<file path="src/rtl/tt_um_jimktrains_vslc_fetch_if.sv">
// Bus between the EEPROM reader / program executor and the VSLC fetch unit.
// The master side is the reader plus executor; the slave side is the fetch unit.
interface tt_um_jimktrains_vslc_fetch_if;
    logic        rd_valid;
    logic [7:0]  rd_data;
    logic [15:0] rd_addr;
    logic        rd_hold_n;
    logic        restart;
    logic [15:0] start_addr;
    logic [7:0]  instr;
    logic        instr_valid;
    logic        instr_ready;
    logic        scan_start;
    logic        hdr_err;
    logic        overflow;

    modport master (
        output rd_valid, rd_data, rd_addr, instr_ready,
        input  rd_hold_n, restart, start_addr, instr, instr_valid,
               scan_start, hdr_err, overflow
    );

    modport slave (
        input  rd_valid, rd_data, rd_addr, instr_ready,
        output rd_hold_n, restart, start_addr, instr, instr_valid,
               scan_start, hdr_err, overflow
    );
endinterface

</file>
<file path="src/rtl/tt_um_jimktrains_vslc_fetch.sv">
// VSLC program fetch: parses the 4-byte EEPROM header, then streams the program
// bytes between start and end through a small FIFO to the executor, once per scan.
module tt_um_jimktrains_vslc_fetch #(
    parameter int FIFO_DEPTH = 4
) (
    input logic clk,
    input logic rst_n,
    tt_um_jimktrains_vslc_fetch_if.slave bus
);
    localparam int DATA_W = 8;
    localparam int PTR_W  = $clog2(FIFO_DEPTH);
    localparam logic [PTR_W:0] DEPTH_C = (PTR_W + 1)'(FIFO_DEPTH);
    localparam logic [PTR_W:0] HOLD_C  = (PTR_W + 1)'(FIFO_DEPTH - 1);

    if (FIFO_DEPTH < 2 || FIFO_DEPTH > 16 || (FIFO_DEPTH & (FIFO_DEPTH - 1)) != 0) begin : g_bad_depth
        $error("FIFO_DEPTH must be a power of two between 2 and 16");
    end

    typedef enum logic [2:0] {S_HDR, S_RUN, S_DRAIN, S_RESTART, S_ERR} state_t;

    state_t              state_q;
    logic [9:0]          start_q, end_q;
    logic [DATA_W-1:0]   mem_q [FIFO_DEPTH];
    logic [PTR_W-1:0]    wr_ptr_q, rd_ptr_q;
    logic [PTR_W:0]      count_q, count_d;
    logic                restart_q, scan_q, hdr_err_q, ovf_q, hold_n_q;

    logic                full, pop, in_range, push_req, push_ok, ovf_set, hdr_bad;
    logic [9:0]          end_new;

    always_comb begin
        full     = (count_q == DEPTH_C);
        pop      = (count_q != '0) && bus.instr_ready;
        in_range = ({6'b0, start_q} <= bus.rd_addr) && (bus.rd_addr <= {6'b0, end_q});
        push_req = bus.rd_valid && (state_q == S_RUN) && in_range;
        // A pop frees the head slot in the same cycle, so a full FIFO can still accept.
        push_ok  = push_req && (!full || pop);
        ovf_set  = push_req && full && !pop;
        end_new  = {end_q[9:8], bus.rd_data};
        hdr_bad  = (end_new == '0) || (start_q < 10'd4) || (end_new < start_q);
        count_d  = count_q;
        unique case ({push_ok, pop})
            2'b10:   count_d = count_q + 1'b1;
            2'b01:   count_d = count_q - 1'b1;
            default: count_d = count_q;
        endcase
    end

    always_ff @(posedge clk or negedge rst_n) begin
        if (!rst_n) begin
            state_q   <= S_HDR;
            start_q   <= '0;
            end_q     <= '0;
            wr_ptr_q  <= '0;
            rd_ptr_q  <= '0;
            count_q   <= '0;
            restart_q <= 1'b0;
            scan_q    <= 1'b0;
            hdr_err_q <= 1'b0;
            ovf_q     <= 1'b0;
            hold_n_q  <= 1'b1;
        end else begin
            if (push_ok) wr_ptr_q <= wr_ptr_q + 1'b1;
            if (pop)     rd_ptr_q <= rd_ptr_q + 1'b1;
            if (ovf_set) ovf_q    <= 1'b1;
            count_q   <= count_d;
            // One slot of margin covers the byte already in flight from the reader.
            hold_n_q  <= (count_d < HOLD_C);
            restart_q <= 1'b0;
            scan_q    <= 1'b0;
            unique case (state_q)
                S_HDR: begin
                    if (bus.rd_valid) begin
                        unique case (bus.rd_addr)
                            16'd0: start_q[9:8] <= bus.rd_data[1:0];
                            16'd1: start_q[7:0] <= bus.rd_data;
                            16'd2: end_q[9:8]   <= bus.rd_data[1:0];
                            16'd3: begin
                                end_q[7:0] <= bus.rd_data;
                                if (hdr_bad) begin
                                    state_q   <= S_ERR;
                                    hdr_err_q <= 1'b1;
                                end else begin
                                    state_q <= S_RUN;
                                    scan_q  <= 1'b1;
                                end
                            end
                            default: ;
                        endcase
                    end
                end
                S_RUN: begin
                    if (push_req && (bus.rd_addr == {6'b0, end_q})) state_q <= S_DRAIN;
                end
                S_DRAIN: begin
                    if (count_d == '0) begin
                        state_q   <= S_RESTART;
                        restart_q <= 1'b1;
                        scan_q    <= 1'b1;
                    end
                end
                S_RESTART: state_q <= S_RUN;
                S_ERR:     state_q <= S_ERR;
                default:   state_q <= S_HDR;
            endcase
        end
    end

    // Program bytes are pure data; the pointers and count decide what is valid.
    always_ff @(posedge clk) begin
        if (push_ok) mem_q[wr_ptr_q] <= bus.rd_data;
    end

    assign bus.instr_valid = (count_q != '0);
    assign bus.instr       = (count_q != '0) ? mem_q[rd_ptr_q] : '0;
    assign bus.rd_hold_n   = hold_n_q;
    assign bus.restart     = restart_q;
    assign bus.scan_start  = scan_q;
    assign bus.start_addr  = {6'b0, start_q};
    assign bus.hdr_err     = hdr_err_q;
    assign bus.overflow    = ovf_q;
endmodule

</file>
<file path="src/flat_wrapper.sv">
// flat-port wrapper written by rule: the top's interface ports become plain ports
module tt_um_jimktrains_vslc_fetch_flat 
#(
    parameter int FIFO_DEPTH = 4
)
  (clk, rst_n, bus_rd_valid, bus_rd_data, bus_rd_addr, bus_instr_ready, bus_rd_hold_n, bus_restart, bus_start_addr, bus_instr, bus_instr_valid, bus_scan_start, bus_hdr_err, bus_overflow);
  tt_um_jimktrains_vslc_fetch_if bus_i ();
  input logic clk;
  input logic rst_n;
  input wire logic [$bits(bus_i.rd_valid)-1:0] bus_rd_valid;
  input wire logic [$bits(bus_i.rd_data)-1:0] bus_rd_data;
  input wire logic [$bits(bus_i.rd_addr)-1:0] bus_rd_addr;
  input wire logic [$bits(bus_i.instr_ready)-1:0] bus_instr_ready;
  output wire logic [$bits(bus_i.rd_hold_n)-1:0] bus_rd_hold_n;
  output wire logic [$bits(bus_i.restart)-1:0] bus_restart;
  output wire logic [$bits(bus_i.start_addr)-1:0] bus_start_addr;
  output wire logic [$bits(bus_i.instr)-1:0] bus_instr;
  output wire logic [$bits(bus_i.instr_valid)-1:0] bus_instr_valid;
  output wire logic [$bits(bus_i.scan_start)-1:0] bus_scan_start;
  output wire logic [$bits(bus_i.hdr_err)-1:0] bus_hdr_err;
  output wire logic [$bits(bus_i.overflow)-1:0] bus_overflow;
  assign bus_i.rd_valid = bus_rd_valid;
  assign bus_i.rd_data = bus_rd_data;
  assign bus_i.rd_addr = bus_rd_addr;
  assign bus_i.instr_ready = bus_instr_ready;
  assign bus_rd_hold_n = bus_i.rd_hold_n;
  assign bus_restart = bus_i.restart;
  assign bus_start_addr = bus_i.start_addr;
  assign bus_instr = bus_i.instr;
  assign bus_instr_valid = bus_i.instr_valid;
  assign bus_scan_start = bus_i.scan_start;
  assign bus_hdr_err = bus_i.hdr_err;
  assign bus_overflow = bus_i.overflow;
  tt_um_jimktrains_vslc_fetch #(.FIFO_DEPTH(FIFO_DEPTH)) u_core (.clk(clk), .rst_n(rst_n), .bus(bus_i));
endmodule
</file>
<file path="config.mk">
export PLATFORM = sky130hd
export DESIGN_NAME = tt_um_jimktrains_vslc_fetch_flat
export DESIGN_NICKNAME = d
export VERILOG_FILES = /design/src/rtl/tt_um_jimktrains_vslc_fetch_if.sv /design/src/rtl/tt_um_jimktrains_vslc_fetch.sv /design/src/flat_wrapper.sv
export SDC_FILE = /design/constraint.sdc
export NUM_CORES = 1
export LEC_CHECK = 0
export CORE_UTILIZATION = 39
export CTS_CLUSTER_DIAMETER = 100
export CTS_CLUSTER_SIZE = 16
export DETAILED_ROUTE_END_ITERATION = 7
export GPL_TIMING_DRIVEN = 0
export HOLD_SLACK_MARGIN = 0.02
export PLACE_DENSITY = 0.69
export SLEW_MARGIN = 0
export SYNTH_ARGS = -nofsm -noshare
export SYNTH_HDL_FRONTEND = slang
export SYNTH_SLANG_ARGS = --single-unit
</file>
<file path="constraint.sdc">
create_clock -name clk -period 6.5 [get_ports clk]
set_input_delay 1.3 -clock clk [delete_from_list [all_inputs] [get_ports clk]]
set_output_delay 1.3 -clock clk [all_outputs]
set_load 0.05 [all_outputs]
</file>
* Word-level counts from Yosys, hierarchy flattened
Memories as Yosys holds them, arrays and structs flattened.
Cells that the tools add are included.
** Word-level totals
- Register bits :: 35
- Latch bits :: 0
- Bits in writable memories :: 32
- ROM bits :: 0
- Input bits :: 28
- Output and inout bits :: 30
- Word-level logic and storage cells :: 78
- Memories kept :: 1
** Cells by class
- Add/subtract/negate cells :: 4
- $mul :: 0
- Divide/modulo/power cells :: 0
- Order comparisons :: 5
- Equal/unequal tests :: 15
- Shift operators :: 0
- Mux-type cells :: 16
- Bitwise operators :: 0
- Reductions and logical operators :: 24
** Memory list
- u_core.mem_q :: depth 4, width 8, rd ports 1, clocked after memory_dff 0, wr ports 1, line tt_um_jimktrains_vslc_fetch.sv:23 : logic [DATA_W-1:0] mem_q [FIFO_DEPTH];
** Operators with widths (number)
- $eq A16 B2 Y1 const B :: 2
- $eq A16 B1 Y1 const B :: 1
- $eq A16 B10 Y1 :: 1
- $le A10 B16 Y1 :: 1
- $le A16 B10 Y1 :: 1
- $logic_not A16 Y1 :: 1
- $mux W3 :: 5
- $pmux W3 S5 :: 1
- $reduce_and A3 Y1 :: 4
- $logic_not A10 Y1 :: 1
- $lt A10 B10 Y1 :: 1
- $lt A10 B3 Y1 const B :: 1
- $logic_and A1 B1 Y1 :: 8
- $mux W8 :: 1
- $reduce_and A4 Y1 :: 2
- $mux W1 :: 7
- $eq A3 B2 Y1 const B :: 2
- $eq A3 B3 Y1 const B :: 2
- $logic_not A3 Y1 :: 2
- $ne A2 B2 Y1 const B :: 3
- $pmux W3 S2 :: 1
- $add A2 B1 Y2 const B :: 2
- $add A3 B1 Y3 const B :: 1
- $eq A3 B1 Y1 const B :: 1
- other kinds (9) :: 12

* Longest topological paths before layout
- Depth after elaboration :: 9
- Gate-level depth with buffers :: 14
- Gate-level depth less buffers :: 14

* Worst setup path before layout
OpenSTA, ideal clock, no wires.
- Path type :: input -> register
- From :: input bus_rd_addr[1]
- To :: register u_core.hold_n_q (netlist: u_core.bus.rd_hold_n)
- Library setup time :: 0.088 ns
- Data arrival time :: 3.733 ns
- Slack :: 2.680 ns
- Stages :: 12
- Cell sequence :: inv_1 -> ha_1 -> nor2b_1 -> o211ai_1 -> a21oi_1 -> o31a_4 -> nor2_4 -> nor2_1 -> fa_1 -> and2b_2 -> mux2_4 -> a221oi_2
** Between the ends
- Cells in the longest elaborated chain, start to end :: 7
** RTL lines
- start, declared :: line flat_wrapper.sv:12 : input wire logic [$bits(bus_i.rd_addr)-1:0] bus_rd_addr;
- $le A10 B16 Y1 / $le A16 B10 Y1 (equally long branches) :: line tt_um_jimktrains_vslc_fetch.sv:34 : in_range = ({6'b0, start_q} <= bus.rd_addr) && (bus.rd_addr <= {6'b0, end_q});
- $logic_and A1 B1 Y1 (*) :: line tt_um_jimktrains_vslc_fetch.sv:34
- $logic_and A1 B1 Y1 (*) :: line tt_um_jimktrains_vslc_fetch.sv:35 : push_req = bus.rd_valid && (state_q == S_RUN) && in_range;
- $logic_and A1 B1 Y1 (*) :: line tt_um_jimktrains_vslc_fetch.sv:37 : push_ok = push_req && (!full || pop);
- $eq A2 B1 Y1 / $eq A2 B2 Y1 (equally long branches) :: line tt_um_jimktrains_vslc_fetch.sv:42 : unique case ({push_ok, pop})
- $pmux W3 S2 (*) :: line tt_um_jimktrains_vslc_fetch.sv:42
- $lt A3 B2 Y1 (*) :: line tt_um_jimktrains_vslc_fetch.sv:68 : hold_n_q <= (count_d < HOLD_C);
- end signal, assigned :: line tt_um_jimktrains_vslc_fetch.sv:68
- end, declared :: line tt_um_jimktrains_vslc_fetch.sv:26 : logic restart_q, scan_q, hdr_err_q, ovf_q, hold_n_q;
Every way passes the cells marked *; elsewhere a longest branch is shown, timed or not.
A chain may end at the register's enable or synchronous reset.

* Worst setup path after layout
Ends and elaborated chain as after synthesis.

==> results.md <==
* R2R cell count at 10
* Fin. Hold Viols at 0
* # fillers at 855
* Sequential-to-total area share from yosys stat at 47.7%
* Share of layout cells above drive strength 1 at 14.5%
* Tcrit/Tclk final at 65.9%
* GRT Util Overall at 18.1%
* Nature of the critical path startpoint: input pin
* CTS sink count at 67
* Buffers on Ports at 51
* Largest net degree at the start of global routing at 36
* Synth Register Bits at 67
* DRT antenna net count at 0
* Pleak at 1.95 nW
* # rows at 35
* Initial antenna violation count at 0
* Area of all placed cells without fillers at 0.00471 mm²
* Die ar. at 0.0103 mm²
* Slew @ Worst Pin at 0.813 ns
* Busiest grt layer: met2
* CTS clk-pin slew, worst paths at 0.07 ns
* Dominant synthesized flop cell: dfrtp_1
* Fin Setup TNS at 0 ns
* Final Setup Violations at 0
* Mean Syn Cell Area at 11.3 µm²
* FF/Latch Area at 0.00184 mm²
* CTS root buf: clkbuf_8
* Hold Path Class: reg2reg
* WL final at 8.24 mm
* 1st-pass router iterations at 4
* Register-to-Register Setup Slack at 3.31 ns
* PostCTS Resize Cnt at 0
* Clock Latency Late Sink at 0.35 ns
* CTS max path bufs at 2
* CTS H-tree lvls at 3
* R2R Path End: u_core.bus.rd_hold_n
* Most frequent cells in the layout: clkdlybuf4s50_1 (50), inv_1 (35), dfrtp_1 (34)
* CTS Buf Count at 9
* Area Growth Syn to Fin at 22.3%
* Area contributors post-synth: edfxtp_1 (25%), dfrtp_1 (22%), ha_1 (11%)
* Initial detailed-routing violation count at 153
* Final antenna diode count at 0
* Via count at 2,771
* Area after DPL at 0.00454 mm²
* Synthesized area at 0.00385 mm²
* Worst Setup Path Type: in2reg
* Pint at 782 µW
* Wirelength per Cell at 15.2 µm
* Clock Skew at 0.0110 ns
* Status: complete, no violations
* Count of final max-slew check failures at 0
* Met3 Use GR at 3.59%
* Hold_buf cts at 0
* Cells after Synth at 342
* Global-route wire length before repair at 13.8 mm
* Post-CTS Setup Inserts at 0
* Number of nets in the layout at 471
* CTS tree: yes
* Share of power burned in registers at 38.4%
* Met1 usage in global routing at 22.5%
* Net Sw Power at 428 µW
* Async SR Flop Fraction at 52.2%
* Sw Ratio at 35.4%
* Cell accounting for the most synthesized area: edfxtp_1
* Crit path DAT at 4.55 ns
* Minimum clock period at 4.28 ns
* Routability cong. at 0.908
* Clock share of power at 25.6%
* Worst Path Required at 6.77 ns
* Vias in the first global route at 2,869
* Die Wd at 101 µm
* Fmax at 233 MHz
* HPWL after detailed placement at 6.27 mm
* Peak supply drop at 0.127 mV
* Core area at 0.00942 mm²
* IO Count at 58
* EDFF count, synth at 32
* Max-cap violation count at 0
* Drt drc at 0
* Met2 Usage GRT at 30.0%
* Grt ovf at 0
* Critical Path Source: bus_rd_addr[1]
* Starting Density at 40.9%
* Critical Path End Type: register
* Ys Warns at 0
* Relative slew margins at 45.8%
* Die span in y at 101 µm
* Crit path max fanout at 8
* RSZ-0062 raised after global routing: no
* Worst reg2reg path startpoint: u_core.start_q[9]
* Multi-input gate area at 0.00180 mm²
* Power density cells at 257 mW/mm²
* End point of the critical path: u_core.bus.rd_hold_n
* Commonest non-fill, non-tap cell in the layout: clkdlybuf4s50_1
* Post-synth top area share at 24.9%
* Combinational power share at 35.9%
* Yosys cell types at 67
* Routed vias/inst at 5.10
==> registers in the layout, summed over array words and instances, names as in the netlist <==
register               count
u_core.bus.overflow        1
u_core.bus.restart         1
u_core.bus.rd_hold_n       1
u_core.start_q            10
u_core.count_q             3
u_core.rd_ptr_q            2
u_core.state_q             3
u_core.wr_ptr_q            2
u_core.end_q              10
u_core.bus.hdr_err         1
u_core.mem_q              32
u_core.bus.scan_start      1
==> metrics by stage <==
| stage | worst slack [ns] | hold slack, ns | instances | power [mW] | util, % |
|---|---|---|---|---|---|
| floorplan | 2.68 | 0.485 | 347 | 0.789 | - |
| global placement | 1.89 | 0.446 | 527 | 0.907 | 48.3 |
| detailed placement | 1.85 | 0.449 | 527 | 0.914 | 48.2 |
| CTS | 2.23 | 0.473 | 543 | 1.22 | 50.1 |
| global route | 2.02 | 0.503 | 543 | 1.28 | 50.1 |
| finish | 2.22 | 0.468 | 543 | 1.21 | 50.1 |
==> layout make-up <==
cell class / count / share of cell area, %
timing repair buffer: 51 / 10.7
sequential: 67 / 39.0
buffer: 14 / 2.15
clock buffer: 9 / 2.63
multi-input combinational: 231 / 38.2
tap: 129 / 3.42
inverter: 35 / 2.79
clock inverter: 7 / 1.09
==> cell families (layout without fill, tap and decap cells) <==
family,count (synthesis),after routing,synth area share (%)
flip-flops,67,67,47.7
XOR/XNOR,4,4,0.909
AO/OA/AOI/OAI,74,74,13.6
multiplexers,10,10,5.36
adder cells (fa/ha/maj),34,34,11.2
buffers and inverters,49,116,6.04
AND/OR/NAND/NOR,103,103,15.0
other,1,6,0.0973
==> worst max-delay path, stage by stage <==
cell and delay, ns:
clkdlybuf4s50_1 0.58, inv_1 0.09, ha_1 0.29, nor2b_1 0.13, o211ai_1 0.15, a21oi_1 0.12, o31a_4 0.39, nor2_4 0.15
nor2_1 0.08, fa_1 0.53, and2b_2 0.24, mux2_4 0.27, a221oi_2 0.21
==> routing by layer <==
layer	part of all wire (%)	vias up	wire length, µm
li1	-	1363	-
met1	46	1344	3780
met2	48	51	3990
met3	3.4	13	282
met4	2.4	0	195
met5	0	-	0
==> cells in the mapped netlist (6+ instances only) <==
master,n
nor2b_1,12
o21ai_0,31
ha_1,33
dfrtp_1,34
a21oi_1,11
nor3_1,7
inv_1,35
edfxtp_1,32
nand2_1,32
nand3_1,6
mux4_2,8
nor2_1,10
nor4_1,6
buf_4,6
==> power by group through the flow <==
stage	logic, mW	clock network (mW)	registers (mW)
after floorplan	0.312	0	0.477
after global placement	0.433	0	0.474
after detailed placement	0.440	0	0.474
after CTS	0.440	0.319	0.465
after global routing	0.471	0.338	0.467
final	0.435	0.310	0.465
==> worst min path at each step <==
stage,end,startpoint,cells after the start,slack [ns]
6_report,u_core.bus.hdr_err,u_core.bus.hdr_err,1,0.47
5_1_grt,u_core.bus.hdr_err,u_core.bus.hdr_err,1,0.50
4_1_cts,u_core.bus.hdr_err,u_core.bus.hdr_err,1,0.47
3_5_place_dp,u_core.bus.hdr_err,u_core.bus.hdr_err,1,0.45
3_3_place_gp,u_core.bus.hdr_err,u_core.bus.hdr_err,1,0.45
2_1_floorplan,u_core.end_q[0],u_core.end_q[0],1,0.48
(Power assumes the default switching activity.)
